**config.mk**
```make
export PLATFORM = sky130hd
export DESIGN_NAME = cdc_edge_event
export DESIGN_NICKNAME = d
export VERILOG_FILES = /design/src/rtl/cdc_edge_event.sv
export SDC_FILE = /design/constraint.sdc
export NUM_CORES = 1
export LEC_CHECK = 0
export CAP_MARGIN = 20
export CORE_MARGIN = 2
export CORE_UTILIZATION = 53
export CTS_CLUSTER_DIAMETER = 60
export DETAILED_ROUTE_END_ITERATION = 10
export GPL_ROUTABILITY_DRIVEN = 0
export PLACE_DENSITY = 0.8
export SLEW_MARGIN = 0
export SYNTH_ARGS = -nofsm -noshare
export SYNTH_HDL_FRONTEND = slang
export SYNTH_SLANG_ARGS = --single-unit
```
**constraint.sdc**
```tcl
create_clock -name clk -period 5.1 [get_ports clk]
set_input_delay 1.02 -clock clk [delete_from_list [all_inputs] [get_ports clk]]
set_output_delay 1.02 -clock clk [all_outputs]
set_load 0.01 [all_outputs]
```
**src/rtl/cdc_edge_event.sv**
```systemverilog
// cdc_edge_event: glitch-filtered edge detector behind a 2-flop synchronizer.
// Emits rise/fall pulses, an edge counter and a one-deep event register.
module cdc_edge_event #(
    parameter int unsigned STABLE_CYCLES = 2,
    parameter int unsigned CNT_W         = 8
) (
    input  logic             clk,
    input  logic             rst,
    input  logic             sync_in,
    output logic             level,
    output logic             rise_pulse,
    output logic             fall_pulse,
    output logic             evt_valid,
    output logic             evt_type,
    input  logic             evt_ready,
    output logic [CNT_W-1:0] evt_count,
    output logic             overflow,
    input  logic             clr_ovf
);

    typedef enum logic [1:0] {
        LOW,
        QUAL_HIGH,
        HIGH,
        QUAL_LOW
    } state_t;

    localparam logic [4:0] SC = 5'(STABLE_CYCLES);

    state_t             state_q, state_d;
    logic [3:0]         qcnt_q, qcnt_d;
    logic [4:0]         qnext;
    logic               qdone;
    logic               acc_rise, acc_fall;

    logic               level_q, level_d;
    logic               rise_q, fall_q;
    logic               valid_q, valid_d;
    logic               type_q, type_d;
    logic [CNT_W-1:0]   cnt_q, cnt_d;
    logic               ovf_q, ovf_d;

    assign qnext = {1'b0, qcnt_q} + 5'd1;
    assign qdone = (qnext == SC);

    // Stability filter: a new level must be seen STABLE_CYCLES times in a row.
    always_comb begin
        state_d  = state_q;
        qcnt_d   = qcnt_q;
        acc_rise = 1'b0;
        acc_fall = 1'b0;
        unique case (state_q)
            LOW: begin
                if (sync_in) begin
                    if (SC == 5'd1) begin
                        state_d  = HIGH;
                        qcnt_d   = 4'd0;
                        acc_rise = 1'b1;
                    end else begin
                        state_d = QUAL_HIGH;
                        qcnt_d  = 4'd1;
                    end
                end
            end
            QUAL_HIGH: begin
                if (!sync_in) begin
                    state_d = LOW;
                    qcnt_d  = 4'd0;
                end else if (qdone) begin
                    state_d  = HIGH;
                    qcnt_d   = 4'd0;
                    acc_rise = 1'b1;
                end else begin
                    qcnt_d = qnext[3:0];
                end
            end
            HIGH: begin
                if (!sync_in) begin
                    if (SC == 5'd1) begin
                        state_d  = LOW;
                        qcnt_d   = 4'd0;
                        acc_fall = 1'b1;
                    end else begin
                        state_d = QUAL_LOW;
                        qcnt_d  = 4'd1;
                    end
                end
            end
            QUAL_LOW: begin
                if (sync_in) begin
                    state_d = HIGH;
                    qcnt_d  = 4'd0;
                end else if (qdone) begin
                    state_d  = LOW;
                    qcnt_d   = 4'd0;
                    acc_fall = 1'b1;
                end else begin
                    qcnt_d = qnext[3:0];
                end
            end
        endcase
    end

    // Event side: level, counter, one-deep event slot and sticky overflow.
    always_comb begin
        level_d = level_q;
        valid_d = valid_q;
        type_d  = type_q;
        cnt_d   = cnt_q;
        ovf_d   = ovf_q;
        if (clr_ovf) begin
            ovf_d = 1'b0;
        end
        if (acc_rise || acc_fall) begin
            level_d = acc_rise;
            cnt_d   = cnt_q + 1'b1;
            if (!valid_q || evt_ready) begin
                valid_d = 1'b1;
                type_d  = acc_rise;
            end else begin
                ovf_d = 1'b1;
            end
        end else if (valid_q && evt_ready) begin
            valid_d = 1'b0;
        end
    end

    // All state and outputs are registered here.
    always_ff @(posedge clk or posedge rst) begin
        if (rst) begin
            state_q <= LOW;
            qcnt_q  <= 4'd0;
            level_q <= 1'b0;
            rise_q  <= 1'b0;
            fall_q  <= 1'b0;
            valid_q <= 1'b0;
            type_q  <= 1'b0;
            cnt_q   <= '0;
            ovf_q   <= 1'b0;
        end else begin
            state_q <= state_d;
            qcnt_q  <= qcnt_d;
            level_q <= level_d;
            rise_q  <= acc_rise;
            fall_q  <= acc_fall;
            valid_q <= valid_d;
            type_q  <= type_d;
            cnt_q   <= cnt_d;
            ovf_q   <= ovf_d;
        end
    end

    assign level      = level_q;
    assign rise_pulse = rise_q;
    assign fall_pulse = fall_q;
    assign evt_valid  = valid_q;
    assign evt_type   = type_q;
    assign evt_count  = cnt_q;
    assign overflow   = ovf_q;

endmodule

```
==> results of run 1 <==
[sequential cells by signal (all words and copies together), names as in the netlist, named ones only]
register and flops:
state_q 1, level 1, overflow 1, qcnt_q 4, evt_type 1, fall_pulse 1, rise_pulse 1, evt_count 8
evt_valid 1
[worst max path at each step]
stage,endpoint,cells after the start
after floorplan,evt_count[7],5
after global placement,evt_count[7],5
after detailed placement,evt_count[7],5
after CTS,evt_count[7],5
after global routing,evt_count[7],5
final,evt_count[7],5
[cells in the final DEF (no fill, tap or decap), types with 2 or more instances in the layout]
cell type,count
clkbuf_4,3
nand4_1,4
xnor2_1,4
inv_1,4
nand3_1,4
dfrtp_1,20
nor2_1,4
nand2b_1,2
clkdlybuf4s50_1,18
and2_1,2
nor3_1,3
a21oi_1,4
o21ai_0,2
o31ai_1,2
o22ai_1,2
ha_1,3
xor2_1,5
nand2_1,10
[metrics by stage]
stage / setup WS, ps / hold slack (ps) / power, W / util (%) / cell area (um2)
floorplan: 2843 / 515.4 / 0.0004061 / - / 989.7
global placement: 2245 / 475.0 / 0.0004852 / 67.31 / 1175
detailed placement: 2215 / 493.4 / 0.0004968 / 67.31 / 1175
CTS: 2535 / 508.5 / 0.0005693 / 68.60 / 1197
global route: 2431 / 525.4 / 0.0006119 / 68.60 / 1197
finish: 2531 / 502.1 / 0.0005661 / 68.60 / 1197
[logic make-up (layout without fill, tap and decap cells)]
| group | Yosys count | after routing |
|---|---|---|
| AND/OR/NAND/NOR | 35 | 35 |
| flip-flops | 20 | 20 |
| AO/OA/AOI/OAI | 16 | 16 |
| XOR/XNOR | 11 | 11 |
| buffers and inverters | 7 | 25 |
| adder cells (fa/ha/maj) | 3 | 3 |
| multiplexers | 1 | 1 |
[routing by layer]
| layer | routed length, um | GRT usage [%] |
|---|---|---|
| met3 | 59 | 3.462 |
| met5 | 0 | 0 |
| met2 | 854 | 28.22 |
| met4 | 34 | 8.889 |
| met1 | 876 | 28.06 |
[synth_stat cells, drive strengths merged]
master / count / area [um2]
a21oi: 4 / 20.02
a31oi: 1 / 6.260
a41oi: 1 / 8.760
and2: 2 / 12.51
and3b: 1 / 8.760
buf: 3 / 26.27
dfrtp: 20 / 500.5
ha: 3 / 37.54
inv: 4 / 15.01
mux2: 1 / 11.26
nand2: 10 / 37.54
nand2b: 2 / 12.51
nand3: 4 / 20.02
nand3b: 1 / 7.510
nand4: 4 / 25.02
nor2: 4 / 15.01
nor3: 3 / 15.01
nor4b: 1 / 8.760
o21a: 1 / 7.510
o21ai: 3 / 15.01
o21bai: 1 / 7.510
o22ai: 2 / 12.51
o31ai: 2 / 15.01
o41ai: 1 / 8.760
or2: 1 / 6.260
or3: 1 / 6.260
or4: 1 / 11.26
xnor2: 5 / 51.30
xor2: 6 / 60.06
[worst reg2reg max path, stage by stage, from the launching register on]
cell	delay [ps]
dfrtp_1	450
ha_1	260
or2_1	240
o21a_1	220
or4_4	590
xnor2_2	140
[final cells by class]
class | instances | area, um2
inverters | 4 | 15.01
well taps | 25 | 31.28
clock buffers | 3 | 22.52
repair buffers | 18 | 180.2
flip-flops and latches | 20 | 500.5
fillers | 148 | 548.0
multi-input cells | 66 | 447.9
[power by group through the flow]
stage          logic, W  clock network (W)  registers, W
5_1_grt        0.000262          0.0000818      0.000268
4_1_cts        0.000237          0.0000741      0.000258
3_3_place_gp   0.000227                  0      0.000258
6_report       0.000235          0.0000719      0.000259
2_1_floorplan  0.000148                  0      0.000258
3_5_place_dp   0.000235                  0      0.000261
==> summary.md, run 1 <==
| Metric | Value |
|---|---|
| I/O pin cnt | 19 |
| VDD IR max | 271.9 uV |
| Top delay family on crit path | simple AND/OR/NAND/NOR gates |
| Hold endpoint | evt_count[6] |
| Status | completed |
| Vias in the first global route | 698 |
| Worst Path Arrival | 2760 ps |
| Layout Nets | 121 |
| Inst Count DP | 133 |
| Hold Violations, Final | 0 |
| Yosys warning count | 0 |
| Netlist cell types | 33 |
| Worst Hold Depth | 1 |
| Fmax achieved | 389.2 MHz |
| RR Endpoint | evt_count[7] |
| CTS resizes | 0 |
| Pwr dens | 472.8 nW/um2 |
| Startpoint types | input port |
| WL final | 1.825 mm |
| DR pass1 iterations | 4 |
| Starting Density | 56.70% |
| I/O Buffers | 18 |
| Gate Count Post-Synth | 93 |
| CP max stage cell | clkdlybuf4s50_1 |
| Crit Reg-Reg Startpoint | qcnt_q[0] |
| Net switching power | 0.0002183 W |
| Grt ovf | 0 |
| Worst R2R Path Depth | 5 |
| Crit path from | sync_in |
| H-tree Lvls | 1 |
| CTS tree | done |
| Switch share | 38.55% |
| Combinational family with the most area after synthesis | simple AND/OR/NAND/NOR gates |
| Sequential power share | 45.8% |
| CP Max Fanout | 8 |
| R2R Setup Slk | 3110 ps |
| Critical-path cell list | clkdlybuf4s50_1, xor2_2, nand2_1, or4_4, xnor2_2 |
| DRT iter0 DRCs | 7 |
| Slew Limit Headroom | 51.69% |
| Max-cap violations | 0 |
| Post-synthesis simple-gate area fraction | 18.84% |
| Seq/Total Area, Yosys | 50.57% |
| Crit path buffers/inverters | 1 |
| Worst EP required | 5290 ps |
| Mapped Area | 989.7 um2 |
| Clock Sinks | 20 |
| Post-route clock period utilization | 50.38% |
| Tmin final | 2569 ps |
| Mean post-synth cell area | 10.64 um2 |
| Compound-Gate Fraction of Synth Area | 10.24% |
| CP Class | input port to flop |
| Clock Path Buffers | 2 |
| DR DRC count | 0 |
| Internal | 0.0003479 W |
| Routed via count | 759 |
| Synth Area in XOR/XNOR | 11.25% |
| Share of cells above drive strength 1 | 6.306% |
| Hpwl dp | 1.389 mm |
| Clk Latency, worst-skew pair | 290 ps |
| Core Box Area | 1745 um2 |
| Largest net degree at the start of global routing | 21 |
| Die height | 47.21 um |
| Setup TNS Final | 0 ps |
| Post-DR vias/cell | 5.581 |
| Area grow syn2layout | 20.99% |
| Adder-cell share of the synthesized area | 3.793% |
| DR WL/cell | 13.42 um |
| Worst slew pin tran | 723.8 ps |
| Total CTS buffers | 3 |
| Worst hold-check path type | flop to flop |
| Clock Power Share | 12.7% |
| Gate power share | 41.5% |
| Die area | 2229 um2 |
| Clock-pin slew on the worst setup and hold paths | 110 ps |
| Post-Syn Nets | 101 |
| First-pass GRT wire length | 3.008 mm |
| RSZ-0062 raised after global routing | no |
| Leakage power | 0.5340 nW |
| Setup violations, final | 0 |
| CP max stage delay | 660 ps |
| Root buf cell | clkbuf_4 |
| Antenna viol nets, final | 0 |
| Hold Buf Count CTS | 0 |
| Total track usage | 19.41% |
| Hold Startpoint | evt_count[6] |
| Setup Fix Bufs, Post-CTS | 0 |
| Final cell count without fillers | 136 |
| Count of final max-slew check failures | 0 |
| Die width | 47.21 um |
| Clk_skew | 6.554 ps |
| ANT cells | 0 |
| Initial antenna violation count | 0 |
| # rows | 15 |
| Mux cell area share after synthesis | 1.138% |
| Synth Register Bits | 20 |
| Nature of the critical path endpoint | flop |
No activity file was read; power rests on OpenSTA's default activity.
==> run 2, diff against run 1 <==
--- a/config.mk
+++ b/config.mk
@@ -7,11 +7,11 @@
 export LEC_CHECK = 0
 export CAP_MARGIN = 20
 export CORE_MARGIN = 2
-export CORE_UTILIZATION = 53
+export CORE_UTILIZATION = 45
 export CTS_CLUSTER_DIAMETER = 60
 export DETAILED_ROUTE_END_ITERATION = 10
 export GPL_ROUTABILITY_DRIVEN = 0
-export PLACE_DENSITY = 0.8
+export PLACE_DENSITY = 0.73
 export SLEW_MARGIN = 0
 export SYNTH_ARGS = -nofsm -noshare
 export SYNTH_HDL_FRONTEND = slang
==> constraint.sdc (replaced) <==
create_clock -name clk -period 2.25 [get_ports clk]
set_input_delay 0.45 -clock clk [delete_from_list [all_inputs] [get_ports clk]]
set_output_delay 0.45 -clock clk [all_outputs]
set_load 0.01 [all_outputs]
==> run 2 against run 1 <==
Compared with the run above:
- critical path depth rose by 1
- flip-flop and latch count did not move
- cell area rose by 4.5%
- hold slack got worse by 120 ps
- first-iteration DRC count rose by 86%
- sequential power rose by 130%
- combinational power rose by 140%
- non-clock buffer count rose by 5
- count of clock-buffer cells in the layout rose by 1
- worst setup slack got worse by 2100 ps
- register-to-register slack got worse by 2700 ps
==> summary.md, run 2 (synthesized netlist as in run 1, its figures left out) <==
| Metric | Value |
|---|---|
| Worst Setup EP | evt_count[7] (unchanged) |
| Area grow syn2layout | 26.42% (was 20.99%) |
| Largest net degree at the start of global routing | 14 (was 21) |
| Antenna viol nets, final | 0 (unchanged) |
| Hpwl dp | 1.504 mm (was 1.389 mm) |
| DR DRC count | 0 (unchanged) |
| Startpoint types | flop (was input port) |
| Sequential power share | 43.3% (was 45.8%) |
| Setup Fix Bufs, Post-CTS | 0 (unchanged) |
| Crit path from | qcnt_q[1] (was sync_in) |
| Gate power share | 41.9% (was 41.5%) |
| Clock-pin slew on the worst setup and hold paths | 110 ps (about the same) |
| Worst EP required | 2440 ps (was 5290 ps) |
| Worst R2R Path Depth | 6 (was 5) |
| Status | completed (unchanged) |
| Setup TNS Final | 0 ps (unchanged) |
| Share of cells above drive strength 1 | 11.11% (was 6.306%) |
| R2R Setup Slk | 390 ps (was 3110 ps) |
| WL final | 1.980 mm (was 1.825 mm) |
| Commonest non-fill, non-tap cells in the layout | dfrtp_1, clkdlybuf4s50_1, nand2_1 (unchanged) |
| Slew Limit Headroom | 78.11% (was 51.69%) |
| Clock Sinks | 20 (unchanged) |
| Internal | 0.0008518 W (was 0.0003479 W) |
| Clk Latency, worst-skew pair | 290 ps (about the same) |
| Starting Density | 48.95% (was 56.70%) |
| Critical-path cell list | inv_1, ha_1, and3b_1, nand2_1, or4_4, xnor2_2 (was clkdlybuf4s50_1, xor2_2, nand2_1, or4_4, xnor2_2) |
| Setup violations, final | 0 (unchanged) |
| RR Endpoint | evt_count[7] (unchanged) |
| Max-cap violations | 0 (unchanged) |
| Max reg flops | 8 (unchanged) |
| CP Max Fanout | 5 (was 8) |
| Nature of the critical path endpoint | flop (unchanged) |
| Net switching power | 0.0005071 W (was 0.0002183 W) |
| CP max stage delay | 540 ps (was 660 ps) |
| Core Box Area | 2022 um2 (was 1745 um2) |
| CP max stage cell | or4_4 (was clkdlybuf4s50_1) |
| DRT iter0 DRCs | 13 (was 7) |
| Total CTS buffers | 3 (unchanged) |
| Post-DR vias/cell | 5.486 (was 5.581) |
| Routed via count | 790 (was 759) |
| Clock Power Share | 14.9% (was 12.7%) |
| Root buf cell | clkbuf_4 (unchanged) |
| Initial antenna violation count | 0 (unchanged) |
| Die width | 50.90 um (was 47.21 um) |
| Vias in the first global route | 814 (was 698) |
| RSZ-0062 raised after global routing | no (unchanged) |
| Total track usage | 17.69% (was 19.41%) |
| Post-route clock period utilization | 82.62% |
| Final total power | 0.001359 W (was 0.0005661 W) |
| Area occupied by multi-input gates | 447.9 um2 (unchanged) |
| Layout Nets | 126 (was 121) |
| Die area | 2590 um2 (was 2229 um2) |
| Clk_skew | 1.007 ps (was 6.554 ps) |
| CP Depth | 6 (was 5) |
| Top delay family on crit path | simple AND/OR/NAND/NOR gates (unchanged) |
| Crit Reg-Reg Startpoint | qcnt_q[1] (was qcnt_q[0]) |
| PnR worst setup slack | 391.0 ps (was 2531 ps) |
| Pwr dens | 1086 nW/um2 (was 472.8 nW/um2) |
| DR pass1 iterations | 4 (unchanged) |
| Worst slew pin tran | 326.0 ps (was 723.8 ps) |
| ANT cells | 0 (unchanged) |
| Inst Count DP | 140 (was 133) |
| Clock Path Buffers | 2 (unchanged) |
| Die height | 50.90 um (was 47.21 um) |
| Number of fillers in the final layout | 157 (was 148) |
| Most common cell after layout, fill and taps aside | dfrtp_1 (unchanged) |
| DR WL/cell | 13.75 um (was 13.42 um) |
| Hold Violations, Final | 0 (unchanged) |
| First-pass GRT wire length | 3.443 mm (was 3.008 mm) |
| Tmin final | 1859 ps |
| Fmax achieved | 537.9 MHz |
| VDD IR max | 522.4 uV (was 271.9 uV) |
| I/O Buffers | 18 (unchanged) |
| Post-layout util | 61.88% (was 68.60%) |
| Worst Path Arrival | 2050 ps (was 2760 ps) |
| Crit path buffers/inverters | 1 (unchanged) |
| CTS tree | done (unchanged) |
| Register area | 500.5 um2 (unchanged) |
| I/O pin cnt | 19 (unchanged) |
| CTS resizes | 0 (unchanged) |
| Count of final max-slew check failures | 0 (unchanged) |
| # rows | 16 (was 15) |
| Grt ovf | 0 (unchanged) |
| H-tree Lvls | 1 (unchanged) |
| Hold Buf Count CTS | 0 (unchanged) |
| Switch share | 37.32% (was 38.55%) |
| CP Class | flop to flop (was input port to flop) |
| Final cell count without fillers | 144 (was 136) |
| Pre-CTS setup slack | 132.4 ps (was 2215 ps) |
| Leakage power | 0.5652 nW (was 0.5340 nW) |
| Worst hold-check path type | input port to async pin (was flop to flop) |
[run 2: cell count changes in the layout (fill, tap and decap cells not counted), sizes merged]
cell,before,now
clkbuf,3,4
buf,0,5
[run 2: worst min-delay path by stage]
stage | startpoint | cells after the start | to | slack [ps]
3_5_place_dp | evt_count[3] | 1 | evt_count[3] | 480
4_1_cts | rst | 2 | async pin | 380
6_report | rst | 2 | level | 380
2_1_floorplan | rst | 1 | async pin | 410
3_3_place_gp | evt_count[3] | 1 | evt_count[3] | 470
5_1_grt | rst | 2 | level | 390
[run 2: through the flow]
stage | hold WS (ps) | instance area (um2)
CTS | 381.1 | 1251
finish | 378.5 | 1251
global placement | 474.3 | 1215
detailed placement | 475.1 | 1215
floorplan | 413.8 | 989.7
global route | 387.6 | 1251
[run 2: per-layer routing]
metal	vias up	share of wire, %	global-route usage [%]
li1	375	-	-
met1	397	46	22.26
met2	16	48	29.39
met3	2	4.2	3.801
met4	0	0.76	7.658
met5	-	0	0
[run 2: area by class of cell]
type | count | share of cell area (%)
sequential | 20 | 40.00
multi-input combinational | 66 | 35.80
timing repair buffer | 23 | 17.40
clock buffer | 4 | 2.900
tap | 27 | 2.700
inverter | 4 | 1.200
[run 2: power groups by stage]
stage,clock (W),combinational (W),sequential (W)
after floorplan,0,0.000335,0.000585
after global placement,0,0.000556,0.000586
after detailed placement,0,0.000568,0.000589
after CTS,0.000210,0.000570,0.000585
after global routing,0.000234,0.000629,0.000604
final,0.000202,0.000569,0.000588
==> run 3, diff against run 2 <==
==> constraint.sdc (replaced) <==
create_clock -name clk -period 1.5 [get_ports clk]
set_input_delay 0.3 -clock clk [delete_from_list [all_inputs] [get_ports clk]]
set_output_delay 0.3 -clock clk [all_outputs]
set_load 0.01 [all_outputs]
==> run 3 against run 2 <==
Compared with the run above:
- the run now ends with setup timing left
- hold slack got worse by 69 ps
- clock skew increased by 6.2 ps
- non-clock buffer count increased by 26
- critical endpoint unchanged
- largest power group is now combinational cells
==> summary.md, run 3 (synthesized netlist as in run 1, its figures left out) <==
| Metric | Value |
|---|---|
| Layout Nets | 152 (was 126) |
| Fin area | 1589 um2 (was 1251 um2) |
| WL final | 2.688 mm (was 1.980 mm) |
| Failing checks | setup timing |
| Die height | 50.90 um (unchanged) |
| Clock Sinks | 20 (unchanged) |
| CP Max Fanout | 3 (was 5) |
| Core Box Area | 2022 um2 (unchanged) |
| Top delay family on crit path | simple AND/OR/NAND/NOR gates (unchanged) |
| Starting Density | 48.95% (unchanged) |
| RSZ-0062 raised after global routing | yes (was no) |
| Pre-CTS setup slack | -390.6 ps (was 132.4 ps) |
| Total track usage | 23.09% (was 17.69%) |
| Worst EP required | 1710 ps (was 2440 ps) |
| Fmax achieved | 583.9 MHz (was 537.9 MHz) |
| CP max stage cell | or4_4 (unchanged) |
| Inst Count DP | 156 (was 140) |
| Total CTS buffers | 3 (unchanged) |
| Hold Violations, Final | 0 (unchanged) |
| Post-DR vias/cell | 5.265 (was 5.486) |
| Crit path buffers/inverters | 1 (unchanged) |
| Slew Limit Headroom | 83.46% (was 78.11%) |
| Status | finished with violations (was completed) |
| Number of fillers in the final layout | 126 (was 157) |
| Hpwl dp | 1.626 mm (was 1.504 mm) |
| DRT iter0 DRCs | 21 (was 13) |
| Final cell count without fillers | 170 (was 144) |
| Internal | 0.001691 W (was 0.0008518 W) |
| Sequential power share | 29.8% (was 43.3%) |
| Setup violations, final | 11 (was 0) |
| Clk_skew | 7.230 ps (was 1.007 ps) |
| I/O pin cnt | 19 (unchanged) |
| DR DRC count | 0 (unchanged) |
| Initial antenna violation count | 0 (unchanged) |
| Register area | 503.0 um2 (was 500.5 um2) |
| Grt ovf | 0 (unchanged) |
| Post-route clock period utilization | 114.2% (was 82.62%) |
| PnR worst setup slack | -212.7 ps (was 391.0 ps) |
| Switch share | 37.34% (was 37.32%) |
| Commonest non-fill, non-tap cells in the layout | buf_4, dfrtp_1, dlygate4sd2_1 (was dfrtp_1, clkdlybuf4s50_1, nand2_1) |
| Max reg flops | 8 (unchanged) |
| ANT cells | 0 (unchanged) |
| Routed via count | 895 (was 790) |
| Area occupied by multi-input gates | 573.1 um2 (was 447.9 um2) |
| Critical-path cell list | inv_2, ha_4, and3b_2, nand2_2, or4_4, xnor2_2 (was inv_1, ha_1, and3b_1, nand2_1, or4_4, xnor2_2) |
| Area grow syn2layout | 60.56% (was 26.42%) |
| Tmin final | 1713 ps (was 1859 ps) |
| Gate power share | 53.8% (was 41.9%) |
| Pwr dens | 1698 nW/um2 (was 1086 nW/um2) |
| Clock Path Buffers | 2 (unchanged) |
| Startpoint types | flop (unchanged) |
| Worst hold-check path type | input port to async pin (unchanged) |
| Clock Power Share | 16.4% (was 14.9%) |
| # rows | 16 (unchanged) |
| I/O Buffers | 18 (unchanged) |
| Antenna viol nets, final | 0 (unchanged) |
| Clk Latency, worst-skew pair | 300 ps (was 290 ps) |
| Worst Path Arrival | 1920 ps (was 2050 ps) |
| Leakage power | 0.8000 nW (was 0.5652 nW) |
| Die area | 2590 um2 (unchanged) |
| Final total power | 0.002698 W (was 0.001359 W) |
| DR WL/cell | 15.81 um (was 13.75 um) |
| Vias in the first global route | 888 (was 814) |
| H-tree Lvls | 1 (unchanged) |
| Count of final max-slew check failures | 0 (unchanged) |
| Placed instance area | 1338 um2 (was 1215 um2) |
| Max-cap violations | 0 (unchanged) |
| VDD IR max | 1164 uV (was 522.4 uV) |
| First-pass GRT wire length | 4.340 mm (was 3.443 mm) |
| CP Class | flop to flop (unchanged) |
| CP max stage delay | 560 ps (was 540 ps) |
| Net switching power | 0.001007 W (was 0.0005071 W) |
| Largest net degree at the start of global routing | 21 (was 14) |
| DR pass1 iterations | 4 (unchanged) |
| Most common cell after layout, fill and taps aside | buf_4 (was dfrtp_1) |
| Worst slew pin tran | 246.3 ps (was 326.0 ps) |
| Die width | 50.90 um (unchanged) |
| Clock-pin slew on the worst setup and hold paths | 120 ps (was 110 ps) |
| Root buf cell | clkbuf_4 (unchanged) |
| Share of cells above drive strength 1 | 42.66% (was 11.11%) |
| CTS tree | done (unchanged) |
| Nature of the critical path endpoint | flop (unchanged) |
[run 3: cell count changes in the layout (fill, tap and decap cells not counted), moves of 3 or more]
cell | previous run | this run
buf_4 | 5 | 29
clkdlybuf4s50_1 | 18 | 5
dlygate4sd2_1 | 0 | 11
nor3_1 | 3 | 0
nor3_4 | 0 | 3
[run 3: worst paths after layout]
path	startpoint	end	slack, ps	cells after the start
setup / recovery	qcnt_q[1]	evt_count[7]	-210	6
hold / removal	rst	evt_count[4]	310	3
setup reg to reg	qcnt_q[1]	evt_count[7]	-210	6
hold reg to reg	evt_count[6]	evt_count[6]	490	1
max in group asynchronous	rst	qcnt_q[0]	960	3
min in group clk	evt_count[6]	evt_count[6]	490	1
[run 3: worst min-delay path: stages]
cell and delay (ps):
clkdlybuf4s50_1 400, inv_1 50, buf_4 260
[run 3: metrics by stage]
stage,utilization (%),TNS [ps],hold slack (ps)
after CTS,75.56,-337.2,320.8
after global routing,78.59,-1429,344.1
final,78.59,-645.0,309.5
after floorplan,-,-358.5,263.8
after detailed placement,66.15,-2889,481.7
after global placement,66.15,-2212,472.1
[run 3: power groups by stage]
stage	registers, W	clock network (W)	logic (W)
2_1_floorplan	0.000878	0	0.000504
3_3_place_gp	0.000832	0	0.00109
3_5_place_dp	0.000842	0	0.00112
5_1_grt	0.000827	0.000469	0.00157
6_report	0.000803	0.000442	0.00145
4_1_cts	0.000793	0.000442	0.00132
[run 3: repair_timing]
item / in CTS / in global routing
hold buffers: 0 / 0
endpoints found under the setup margin: 27 / 19
pin swaps: 9 / 3
buffers inserted: 9 / 1
resized for setup: 29 / 14
[run 3: layout make-up]
type | count | share of cell area (%)
Multi-Input combinational cell | 66 | 36.06
Tap cell | 27 | 2.126
Clock buffer | 3 | 1.417
Timing Repair Buffer | 49 | 25.91
Inverter | 4 | 0.9449
Clock inverter | 1 | 1.890
Sequential cell | 20 | 31.65
[run 3: layer usage]
metal  global-route usage, %  share of wire, %  vias to the layer above
met5                       0                 0                        -
met2                   37.50                49                       37
met4                   8.559               1.2                        0
met3                   3.801               4.9                        4
li1                        -                 -                      425
met1                   31.21                44                      429
